==> src/rtl/ldiv_pipe.sv <==
// Approximate float32 divider: a/b by subtracting magnitude bit patterns plus an offset.
// Two-stage valid/ready pipeline with clamping; define LDIV_NAN_EN for canonical NaN output.
module ldiv_pipe #(
    parameter logic [30:0] DIV_OFFSET = 31'h3F880000
) (
    input  logic        clk,
    input  logic        res,
    input  logic        in_valid,
    output logic        in_ready,
    input  logic [31:0] a,
    input  logic [31:0] b,
    output logic        out_valid,
    input  logic        out_ready,
    output logic [31:0] result
);

    localparam logic [32:0] OVF_LIMIT = 33'h0_7F80_0000;
    localparam logic [30:0] MAG_INF   = 31'h7F800000;
    localparam logic [30:0] MAG_ZERO  = 31'h00000000;

    logic        stage1_adv_s;
    logic        stage2_adv_s;

    logic        s1_valid_q, s1_valid_d;
    logic        s1_sign_q, s1_sign_d;
    logic [32:0] s1_sum_q, s1_sum_d;
    logic        s1_a_zero_q, s1_a_zero_d;
    logic        s1_b_zero_q, s1_b_zero_d;
    logic        s1_a_ff_q, s1_a_ff_d;
    logic        s1_b_ff_q, s1_b_ff_d;
`ifdef LDIV_NAN_EN
    logic        s1_nan_q, s1_nan_d;
`endif
    logic        out_valid_q, out_valid_d;
    logic [31:0] result_q, result_d;
    logic [31:0] clamp_s;

    // Handshake advance conditions, stage 1 operand capture and classification.
    always_comb begin
        stage2_adv_s = !out_valid_q || out_ready;
        stage1_adv_s = !s1_valid_q || stage2_adv_s;
        s1_valid_d   = s1_valid_q;
        s1_sign_d    = s1_sign_q;
        s1_sum_d     = s1_sum_q;
        s1_a_zero_d  = s1_a_zero_q;
        s1_b_zero_d  = s1_b_zero_q;
        s1_a_ff_d    = s1_a_ff_q;
        s1_b_ff_d    = s1_b_ff_q;
`ifdef LDIV_NAN_EN
        s1_nan_d     = s1_nan_q;
`endif
        if (stage1_adv_s) begin
            s1_valid_d = in_valid;
            if (in_valid) begin
                s1_sign_d   = a[31] ^ b[31];
                s1_sum_d    = {2'b00, a[30:0]} - {2'b00, b[30:0]} + {2'b00, DIV_OFFSET};
                s1_a_zero_d = (a[30:23] == 8'h00);
                s1_b_zero_d = (b[30:23] == 8'h00);
                s1_a_ff_d   = (a[30:23] == 8'hFF);
                s1_b_ff_d   = (b[30:23] == 8'hFF);
`ifdef LDIV_NAN_EN
                s1_nan_d    = ((a[30:23] == 8'hFF) && (a[22:0] != 23'h0)) ||
                              ((b[30:23] == 8'hFF) && (b[22:0] != 23'h0)) ||
                              ((a[30:23] == 8'h00) && (b[30:23] == 8'h00)) ||
                              ((a[30:23] == 8'hFF) && (b[30:23] == 8'hFF));
`endif
            end else begin
                s1_sign_d = s1_sign_q;
            end
        end else begin
            s1_valid_d = s1_valid_q;
        end
    end

    // Priority clamp of the stage 1 sum into the final float pattern.
    always_comb begin
        clamp_s = {s1_sign_q, s1_sum_q[30:0]};
        if (s1_a_zero_q) begin
            clamp_s = {s1_sign_q, MAG_ZERO};
        end else if (s1_b_zero_q) begin
            clamp_s = {s1_sign_q, MAG_INF};
        end else if (s1_a_ff_q) begin
            clamp_s = {s1_sign_q, MAG_INF};
        end else if (s1_b_ff_q) begin
            clamp_s = {s1_sign_q, MAG_ZERO};
        end else if (s1_sum_q[32]) begin
            clamp_s = {s1_sign_q, MAG_ZERO};
        end else if (s1_sum_q >= OVF_LIMIT) begin
            clamp_s = {s1_sign_q, MAG_INF};
        end else begin
            clamp_s = {s1_sign_q, s1_sum_q[30:0]};
        end
    end

    // Stage 2 result capture; result holds while stalled or when stage 1 is empty.
    always_comb begin
        out_valid_d = out_valid_q;
        result_d    = result_q;
        if (stage2_adv_s) begin
            out_valid_d = s1_valid_q;
            if (s1_valid_q) begin
`ifdef LDIV_NAN_EN
                result_d = s1_nan_q ? 32'h7FC00000 : clamp_s;
`else
                result_d = clamp_s;
`endif
            end else begin
                result_d = result_q;
            end
        end else begin
            out_valid_d = out_valid_q;
        end
    end

    // Pipeline registers with synchronous reset discarding all in-flight work.
    always_ff @(posedge clk) begin
        if (res) begin
            s1_valid_q  <= 1'b0;
            s1_sign_q   <= 1'b0;
            s1_sum_q    <= 33'h0;
            s1_a_zero_q <= 1'b0;
            s1_b_zero_q <= 1'b0;
            s1_a_ff_q   <= 1'b0;
            s1_b_ff_q   <= 1'b0;
`ifdef LDIV_NAN_EN
            s1_nan_q    <= 1'b0;
`endif
            out_valid_q <= 1'b0;
            result_q    <= 32'h0;
        end else begin
            s1_valid_q  <= s1_valid_d;
            s1_sign_q   <= s1_sign_d;
            s1_sum_q    <= s1_sum_d;
            s1_a_zero_q <= s1_a_zero_d;
            s1_b_zero_q <= s1_b_zero_d;
            s1_a_ff_q   <= s1_a_ff_d;
            s1_b_ff_q   <= s1_b_ff_d;
`ifdef LDIV_NAN_EN
            s1_nan_q    <= s1_nan_d;
`endif
            out_valid_q <= out_valid_d;
            result_q    <= result_d;
        end
    end

    assign in_ready  = stage1_adv_s;
    assign out_valid = out_valid_q;
    assign result    = result_q;

endmodule

==> config.mk <==
export PLATFORM = sky130hd
export DESIGN_NAME = ldiv_pipe
export DESIGN_NICKNAME = d
export VERILOG_FILES = /design/src/rtl/ldiv_pipe.sv
export SDC_FILE = /design/constraint.sdc
export NUM_CORES = 1
export LEC_CHECK = 0
export BUFFER_PORTS_ARGS = -buffer_cell sky130_fd_sc_hd__clkbuf_2
export CAP_MARGIN = 5
export CORE_ASPECT_RATIO = 1.5
export CORE_UTILIZATION = 40
export CTS_BUF_LIST = sky130_fd_sc_hd__clkbuf_8
export DETAILED_ROUTE_END_ITERATION = 10
export PLACE_DENSITY = 0.58
export SYNTH_ARGS = -nofsm -noshare
export SYNTH_HDL_FRONTEND = slang
export SYNTH_SLANG_ARGS = --single-unit
==> constraint.sdc <==
create_clock -name clk -period 3.3 [get_ports clk]
set_input_delay 0.165 -clock clk [delete_from_list [all_inputs] [get_ports clk]]
set_output_delay 0.165 -clock clk [all_outputs]
set_load 0.01 [all_outputs]
---- Word level (Yosys, flattened, before mapping) ----
Index checks and enable logic that the tools add are counted.
storage, ports and cells
  latch bits .............................. 0
  output and inout bits ................... 34
  bits in registers ....................... 72
  memories ................................ 0
  word-level logic and storage cells ...... 29
  bits in read-only memories .............. 0
  memory bits (writable) .................. 0
cells by class
  add/subtract/negate cells ............... 2
  eq/ne operators ......................... 2
  reductions and logical operators ........ 8
  divide/modulo/power cells ............... 0
  multipliers ............................. 0
  magnitude comparators ................... 1
  bitwise logic cells ..................... 1
  mux-type cells .......................... 6
  shift operators ......................... 0
operator list
  kind                    number
  $mux 31                 6
  $add 32x31->33 const B  1
  $ge 33x31->1 const B    1
  $sub 31x31->32          1
  $eq 8x8->1 const B      2
  $logic_not 8->1         2
  $reduce_and 2->1        2
  $logic_not 1->1         2
  $logic_or 1x1->1        2
  $xor 1x1->1             1

---- Logic depth before layout (Yosys ltp) ----
  word-level depth ........................ 7
  mapped depth ............................ 13
  mapped depth without buffers ............ 13

---- Worst setup path before layout ----
No wires, ideal clock.
  kind .................................... input port to flip-flop
  start ................................... in a[0]
  end ..................................... reg s1_sum_q[31]
  path buffers ............................ 0
  cell stages on the path ................. 13
  slack ................................... 245 ps
  arrival ................................. 2981 ps
  cells stage by stage .................... inv_1 > ha_1 > fa_1 > nand2b_1 > a21oi_1 > o21ai_1 > o21ai_0 > a21oi_1 > xnor2_1 > ha_1 > a311o_1 > or4_1 > a31oi_1
on the way
  longest elaborated chain between the ends .. 2
RTL lines
  item                  RTL line  source
  from (decl)           10        input logic [31:0] a,
  $sub 31x31->32        56        s1_sum_d = {2'b00, a[30:0]} - {2'b00, b[30:0]} + {2'b00, DIV_OFFSET};
  $add 32x31->33        56
  to (signal assigned)  133       s1_sum_q <= s1_sum_d;
  to (decl)             26        logic [32:0] s1_sum_q, s1_sum_d;
Every way passes these cells.
A chain may end at the register's enable or synchronous reset.

---- Final worst setup path ----
  start ................................... in a[0]
  end ..................................... reg s1_sum_q[28]
Same word-level chain as after synthesis.

==> reports/metrics.csv <==
metric,value,unit
status,completed,
share of cells above drive strength 1,20.5,%
Core Region,12000,sq um
Finished Layout Cells,903,
final instance area,5810,sq um
TritonCTS clock tree,done,
Worst EP arrival,3.22,ns
Initial DRC Count,206,
Max Root-Sink Buffers,2,
"FFs w/ async S/R, synth",0,%
"Distinct cells, synth",69,
vias in the first global route,4704,
min Tclk post-route,2.96,ns
# hold bufs at CTS,0,
Multi-input gate area,3130,sq um
GRT Total Usage,20.8,%
met3 usage,2.43,%
fmax,337,MHz
met1 Use GR,24.8,%
die width,92.4,microns
TritonCTS buffer count,9,
Max Cap Viol,0,
Post-CTS Setup Repair Bufs,0,
Root Driver,clkbuf_8,
"EDFF count, synth",0,
dpl cell area,5620,sq um
Worst Tran Pin Value,0.896,ns
Slew HR,39.5,%
clk_lat worst skew,0.34,ns
Layout Skew,0.00863,ns
htree depth,3,
FP Rows,49,
Min-Delay Path Class,in2reg,
sequential fraction of the synthesis area,29.4,%
hpwl dp,10.1,mm
cell count after placement,887,
Cell Pwr Density,413,nW/um^2
Crit Path Category,in2reg,
Routed Antenna Nets,0,
CP endpoint kind,register,
clk slew on worst S/H paths,0.07,ns
"worst slack, placed",-0.0797,ns
CP required,3.55,ns
"flops & latches, synth",72,
clk sinks,72,
vias per cell,5.50,
Synth Area per Inst,7.63,sq um
Worst setup SP type,input port,
syn_nets,743,
nets@finish,846,
LEAKAGE,2.57,nW
met2 Track Usage GR,37.4,%
fin worst setup slack,0.337,ns
Die H,138,microns
drt wl/cell,14.3,microns
Synth warnings,0,
total grt overflow,0,
initial antenna violation count,0,
via count,4962,
Post-route DRC,0,
Antenna diodes,0,
CP max FO,5,
Area Overhead vs Synth,18.5,%
Seq. cell area,1440,sq um
Post-Route WL,12.9,mm
"Top FF cell, synth",dfxtp_1,
fillcell total,1233,
Starting Density,41.0,%
post-CTS sizing,0,
IO Count,102,
routability cong.,0.917,
Port Buffers,101,
GRT busiest layer,met2,
period utilisation layout,89.8,%
Initial DRT Pass Iterations,4,
Die Area,12700,sq um
max-slew violations,0,
first-pass GRT wire length,21.3,mm
mapped cell area,4900,sq um
Mapped Cells,642,
RSZ-0062 raised after global routing,no,
largest net degree at the start of global routing,43,
"Setup violations, final",0,
Pwr Total,2.40,mW
Fin. Hold Viols,0,
Max IR drop VDD,173,uV
cell type report:
type | instances | share of cell area [%]
Multi-Input combinational cell | 493 | 53.9
Timing Repair Buffer | 125 | 12.0
Clock buffer | 9 | 2.13
Tap cell | 153 | 3.30
Clock inverter | 7 | 0.970
Inverter | 44 | 2.84
Sequential cell | 72 | 24.8
critical path, cell delays in order:
cell      delay, ns
clkbuf_2       0.07
inv_1          0.03
ha_1           0.21
fa_1           0.39
nand2b_1       0.17
a21oi_1        0.23
o21ai_1        0.21
a211o_1        0.33
a21boi_0       0.28
o221ai_2       0.17
or3_1          0.39
or3_1          0.31
a311oi_1       0.24
sequential cells by signal (all words and copies together) (netlist names):
name and cells:
result 32, s1_a_zero_q 1, s1_valid_q 1, out_valid 1, s1_b_ff_q 1, s1_sign_q 1, s1_b_zero_q 1, s1_sum_q 33
s1_a_ff_q 1
metal layers:
| layer | part of all wire, % | up-vias |
|---|---|---|
| met1 | 45 | 2307 |
| met2 | 51 | 105 |
| met3 | 2.9 | 17 |
| li1 | - | 2533 |
| met5 | 0 | - |
| met4 | 1.8 | 0 |
cells in the mapped netlist (9+ instances only):
cell type	count	area share, %
a211oi_1	14	2.1
o21ai_0	38	3.9
nor3_1	11	1.1
nand4_1	12	1.5
ha_1	32	8.2
a31oi_1	9	1.1
inv_1	44	3.4
nand3_1	14	1.4
o21a_1	9	1.4
a21oi_1	65	6.6
clkbuf_1	25	1.9
nand2_1	68	5.2
a22oi_1	23	3.5
dfxtp_1	72	29
xnor2_1	15	2.7
nor2_1	67	5.1
metrics by stage:
stage	TNS, ns	util, %	hold slack, ns
final	0	48.6	0.0738
after global routing	0	48.6	0.0798
after CTS	0	48.5	0.0527
after detailed placement	-0.335	47.0	0.418
after global placement	0	47.0	0.409
after floorplan	0	-	0.282
final timing paths:
path | cells after the start | startpoint | slack [ns] | end
setup / recovery | 13 | a[0] | 0.34 | s1_sum_q[28]
setup reg to reg | 7 | out_valid | 1.44 | s1_sum_q[11]
hold reg to reg | 2 | s1_sum_q[18] | 0.45 | s1_sum_q[18]
hold / removal | 3 | in_valid | 0.07 | s1_valid_q
layout by cell type, fill, tap and decap left out, types with 5 or more instances in the layout:
| cell type | Yosys | final |
|---|---|---|
| clkbuf_2 | 0 | 101 |
| dfxtp_1 | 72 | 72 |
| nand2_1 | 68 | 68 |
| nor2_1 | 67 | 67 |
| a21oi_1 | 65 | 65 |
| inv_1 | 44 | 47 |
| o21ai_0 | 38 | 37 |
| ha_1 | 32 | 32 |
| a22oi_1 | 23 | 23 |
| buf_4 | 1 | 23 |
| xnor2_1 | 15 | 15 |
| nand3_1 | 14 | 14 |
| a211oi_1 | 14 | 14 |
| nand4_1 | 12 | 12 |
| nor3_1 | 11 | 10 |
| o21a_1 | 9 | 9 |
| a31oi_1 | 9 | 9 |
| clkbuf_8 | 3 | 9 |
| xor2_1 | 8 | 8 |
| nand2b_1 | 8 | 8 |
| a311oi_1 | 6 | 6 |
| nor4_1 | 6 | 6 |
| a21o_1 | 5 | 5 |
| and4_1 | 5 | 5 |
| or3_1 | 5 | 5 |
| a21boi_0 | 5 | 5 |
cells by family after synthesis:
family          synth area share, %
simple gates                   21.6
compound gates                 28.6
buf+inv                        6.95
flops                          29.4
fa+ha+maj                      8.58
xor+xnor                       4.44
mux                           0.409
where the power goes:
| part | switching, mW | internal [mW] | total [mW] |
|---|---|---|---|
| clock | 0.310 | 0.337 | 0.647 |
| sequential | 0.0382 | 0.932 | 0.970 |
| combinational | 0.453 | 0.326 | 0.780 |
Note: power is estimated with default switching activity, not from simulation.
